[config.mk]
export PLATFORM = sky130hd
export DESIGN_NAME = state_round_ctrl
export DESIGN_NICKNAME = d
export VERILOG_FILES = /design/src/rtl/state_round_pkg.sv /design/src/rtl/src_state_reg.sv /design/src/rtl/state_round_ctrl.sv
export SDC_FILE = /design/constraint.sdc
export NUM_CORES = 1
export LEC_CHECK = 0
export ABC_AREA = 1
export ABC_CLOCK_PERIOD_IN_PS = 3000
export BUFFER_PORTS_ARGS = -buffer_cell sky130_fd_sc_hd__buf_2
export CORE_AREA = 2 2 403 405
export DETAILED_ROUTE_END_ITERATION = 12
export DIE_AREA = 0 0 405 407
export PLACE_DENSITY = 0.38
export SLEW_MARGIN = 20
export SYNTH_ARGS = -nofsm -noshare
export SYNTH_HDL_FRONTEND = slang
export SYNTH_SLANG_ARGS = --single-unit
[constraint.sdc]
create_clock -name clk -period 3 [get_ports clk]
set_input_delay 0.45 -clock clk [delete_from_list [all_inputs] [get_ports clk]]
set_output_delay 0.45 -clock clk [all_outputs]
set_load 0.005 [all_outputs]
[src/rtl/state_round_pkg.sv]
// Shared types and constants for the state/round sequencer.
package state_round_pkg;

    typedef enum logic [1:0] {IDLE, RUN, DONE} src_state_t;

    localparam logic [255:0] IV_DEFAULT = {4{64'h0412_6424_0034_3C28}};

    // Round index width: enough bits for 0..ROUNDS-1, never narrower than one bit.
    function automatic int rnd_w(input int rounds);
        int w;
        w = $clog2(rounds);
        return (w < 1) ? 1 : w;
    endfunction

endpackage

[src/rtl/src_state_reg.sv]
// State register: IV at reset, IV ^ d_load on load, round result otherwise.
module src_state_reg
    import state_round_pkg::*;
#(
    parameter int               WIDTH = 256,
    parameter logic [WIDTH-1:0] IV    = WIDTH'(IV_DEFAULT)
) (
    input  logic             clk,
    input  logic             reset,
    input  logic             en,
    input  logic             load,
    input  logic [WIDTH-1:0] d_load,
    input  logic [WIDTH-1:0] d_round,
    output logic [WIDTH-1:0] q
);

    logic [WIDTH-1:0] state_q;
    logic [WIDTH-1:0] state_d;

    // Select the next state value: whitened load, round result, or hold.
    always_comb begin
        state_d = state_q;
        if (en) begin
            if (load) state_d = IV ^ d_load;
            else      state_d = d_round;
        end
    end

    // State flop with synchronous reset to IV.
    always_ff @(posedge clk) begin
        if (reset) state_q <= IV;
        else       state_q <= state_d;
    end

    assign q = state_q;

endmodule

[src/rtl/state_round_ctrl.sv]
// Sequencer: loads IV ^ block, runs ROUNDS iterations, presents the result.
module state_round_ctrl
    import state_round_pkg::*;
#(
    parameter int               WIDTH  = 256,
    parameter int               ROUNDS = 10,
    parameter logic [WIDTH-1:0] IV     = WIDTH'(IV_DEFAULT),
    localparam int              RW     = rnd_w(ROUNDS)
) (
    input  logic             clk,
    input  logic             reset,
    input  logic             flush,
    input  logic             in_valid,
    output logic             in_ready,
    input  logic [WIDTH-1:0] in_block,
    output logic [WIDTH-1:0] rnd_in,
    output logic [RW-1:0]    rnd_idx,
    input  logic [WIDTH-1:0] rnd_out,
    output logic             out_valid,
    input  logic             out_ready,
    output logic [WIDTH-1:0] out_data,
    output logic             busy
);

    src_state_t       fsm_q, fsm_d;
    logic [RW-1:0]    idx_q, idx_d;
    logic             load_fire;
    logic             reg_en;
    logic             reg_load;
    logic [WIDTH-1:0] reg_d_load;
    logic [WIDTH-1:0] state;

    // Flush wins over an input handshake, so a block offered with flush is dropped.
    assign load_fire  = in_valid && (fsm_q == IDLE) && !flush;
    assign reg_en     = load_fire || (fsm_q == RUN) || flush;
    assign reg_load   = load_fire || flush;
    assign reg_d_load = flush ? '0 : in_block;

    // Next-state and round counter logic.
    always_comb begin
        fsm_d = fsm_q;
        idx_d = idx_q;
        if (flush) begin
            fsm_d = IDLE;
            idx_d = '0;
        end else begin
            case (fsm_q)
                IDLE: begin
                    if (in_valid) begin
                        fsm_d = RUN;
                        idx_d = '0;
                    end
                end
                RUN: begin
                    if (idx_q == RW'(ROUNDS - 1)) begin
                        fsm_d = DONE;
                        idx_d = '0;
                    end else begin
                        idx_d = idx_q + 1'b1;
                    end
                end
                DONE: begin
                    if (out_ready) fsm_d = IDLE;
                end
                default: begin
                    fsm_d = IDLE;
                    idx_d = '0;
                end
            endcase
        end
    end

    // FSM and round index registers.
    always_ff @(posedge clk) begin
        if (reset) begin
            fsm_q <= IDLE;
            idx_q <= '0;
        end else begin
            fsm_q <= fsm_d;
            idx_q <= idx_d;
        end
    end

    src_state_reg #(
        .WIDTH (WIDTH),
        .IV    (IV)
    ) u_state_reg (
        .clk     (clk),
        .reset   (reset),
        .en      (reg_en),
        .load    (reg_load),
        .d_load  (reg_d_load),
        .d_round (rnd_out),
        .q       (state)
    );

    assign rnd_in    = state;
    assign out_data  = state;
    assign rnd_idx   = idx_q;
    assign in_ready  = (fsm_q == IDLE);
    assign out_valid = (fsm_q == DONE);
    assign busy      = (fsm_q == RUN) || (fsm_q == DONE);

endmodule

==> flow_summary.ini <==
[place]
preCtsSetupSlack_ns = 0.571
dp_hpwl_mm = 94.6
gp_congestion = 0.869
port_buffers = 1035

[clock_network]
cts_buffers = 38
cts-root-buf = clkbuf_16
cts_resized = 0
clock_latency_ns = 0.59
cts_max_path_buffers = 3
clock_sinks = 262
cts_tree = done
path_clk_slew_ns = 0.05
postCtsSetupRepairBufs = 0
htree_levels = 2
ctsHoldBuffers = 0

[worst_setup_path]
r2r_slack_ns = 0.56
cp_num_buf_inv = 3
path_class = flop to flop
crit_fanout = 66
cp-end-kind = flop
r2r_cells = 8
critPathMaxStageDelay_ns = 0.35
worst_path_most_repeated_cell = buf_12
crit_chain = inv_1, ha_1, nand2_8, nand3b_1, buf_12, buf_12, nand3_1, nand2_1
r2r_end = u_state_reg.q[235]
critPathRequiredTime_ns = 3.52
arrival_ns = 2.97
slowest_stage = buf_12
r2r-start = fsm_q[0]
crit_family = buffers and inverters
start_kind = flop

[detailed_routing]
dr_total_vias = 17634
viasPerCell = 3.38
ant_nets = 0
first_pass_iters = 5
wl_per_cell_um = 21.5
drt-initial-drc-count = 1055
wl_mm = 113
drc = 0

[synth]
yosysTopAreaCell = dfxtp_1
syn_area_per_cell_um2 = 6.33
netlist_top_cells_count = nand2_1 (1184), nand3_1 (287), buf_4 (278)
synthFlopType = dfxtp_1
yosysUniqueCellTypes = 17
synth_edf_count = 0
synth_seq_cells = 262
synthesis.area_um2 = 14600
synth_fp_nets = 2822
yosysMostFrequentCell = nand2_1
netlist_instances = 2298
ys_async_sr_fraction_pct = 0
ys_seq_area_share_pct = 36.0
netlist.area_leader.share_pct = 36.0
synthTopCellsByArea = dfxtp_1 (36%), nand2_1 (31%), buf_4 (14%), nand3_1 (9.9%), buf_2 (2.5%)
yosysWarnings = 0

[hold_path]
whs_path_depth = 4
hold_start = in_block[20]
hold_end = u_state_reg.q[20]
hold_path_class = primary input to flop

[power_and_ir_drop]
power_per_cell_area_nw_per_um2 = 517
leakage_uw = 0.0119
ir_drop_mv = 0.375

[die]
die_x_um = 405
die-area_um2 = 165000
floorplan.initialDensity_pct = 9.08
rows = 147
ios = 1036
core_area_um2 = 160000
die_h_um = 407

[layout]
fin_nets = 3539
drive_gt1_share_pct = 37.6
area_growth_pct = 48.3

[timing]
slew_headroom_pct = 45.2
worstMarginPinSlew_ns = 0.822
setup_ws_ns = 0.556
setup_violations = 0
fin_crit_ns = 2.44
report.final.hold_viol_count = 0
skew_ns = 0.0312
min_period_over_period_pct = 81.5
fmax_mhz = 409
grt_setup_unrepaired = no
slew_viol_final = 0
fin_tns_setup_ns = 0

[global_route]
antenna_found_initial = 121
grt_pass1_vias = 16210
track_usage_pct = 12.9
gr-total-overflow = 0
grt_start_max_net_pins = 116
grt_pass1_wl_mm = 145

[status]
outcome = completed

[job]
maxCapViolCount = 0
[per-stage QoR]
stage	hold WS, ns	utilization, %	power [µW]	cells	instance area, µm²
floorplan	0.455	-	5370	2298	14600
global placement	0.449	12.7	6720	5135	20300
detailed placement	0.450	12.7	6720	5135	20300
CTS	0.0805	13.4	11500	5201	21500
global route	0.124	13.4	11800	5207	21500
finish	0.147	13.5	11200	5224	21600
[state kept, by name, summed over array words and instances (netlist names)]
name and cells:
fsm_q 2, rnd_idx 4, u_state_reg.q 256
[area by class of cell]
class / count / area, µm²
multi-input combinational: 1579 / 6470
clock buffer: 58 / 1150
tap: 2160 / 2700
timing repair buffer: 1076 / 5650
clock inverter: 8 / 68.8
sequential: 262 / 5250
fill: 18847 / 139000
inverter: 58 / 234
antenna: 23 / 57.6
[placed cells by master (no fill, tap or decap)]
| cell | Yosys | routed |
|---|---|---|
| buf_2 | 72 | 1035 |
| diode_2 | 0 | 23 |
| bufinv_16 | 0 | 1 |
| clkbuf_8 | 0 | 10 |
| nor2_4 | 0 | 2 |
| nand3_1 | 287 | 287 |
| buf_12 | 0 | 13 |
| nor2_1 | 71 | 69 |
| clkbuf_16 | 0 | 39 |
| inv_2 | 3 | 2 |
| inv_8 | 0 | 2 |
| dfxtp_1 | 262 | 262 |
| nand2_2 | 2 | 1 |
| nand2_1 | 1184 | 1184 |
| buf_4 | 278 | 28 |
| ha_1 | 7 | 7 |
| inv_6 | 0 | 1 |
| a21oi_1 | 4 | 4 |
| o21bai_1 | 1 | 1 |
| clkbuf_1 | 34 | 9 |
| clkinv_2 | 0 | 7 |
| o21ai_0 | 1 | 1 |
| inv_1 | 55 | 53 |
| nand2_8 | 0 | 1 |
| nand3b_1 | 22 | 22 |
[tightest hold or removal path, cell delays in order]
cell and delay, ns:
buf_2 0.08, nand2_1 0.04, nand3_1 0.05, nand3_1 0.06
[kinds of logic (layout without fill, tap and decap cells)]
kind of cell               Yosys count  count (layout)  synth area share [%]
AOI/OAI and AO/OA                    6               6                 0.224
other                                0              23                     0
adders and majority gates            7               7                 0.602
buffers and inverters              457            1200                  19.7
DFF                                262             262                  36.0
and+or+nand+nor                   1566            1566                  43.5
[worst max path at each step]
stage / end / depth (start not counted) / from / slack (ns)
4_1_cts: u_state_reg.q[232] / 8 / fsm_q[0] / 0.55
3_3_place_gp: u_state_reg.q[232] / 8 / fsm_q[1] / 0.64
2_1_floorplan: u_state_reg.q[46] / 9 / fsm_q[0] / 1.37
5_1_grt: u_state_reg.q[54] / 8 / fsm_q[0] / 0.42
6_report: u_state_reg.q[235] / 8 / fsm_q[0] / 0.56
3_5_place_dp: u_state_reg.q[232] / 8 / fsm_q[0] / 0.57
[per-layer routing]
| layer | part of all wire, % | track usage (%) |
|---|---|---|
| met1 | 40 | 15.4 |
| met2 | 48 | 22.0 |
| met3 | 8.7 | 4.46 |
| met4 | 3.2 | 3.22 |
| met5 | 0.26 | 0 |
[power by group]
group	internal, µW	switching [µW]
combinational	971	1630
sequential	3730	237
clock	2700	1890
Power figures use the tool's default switching activity.
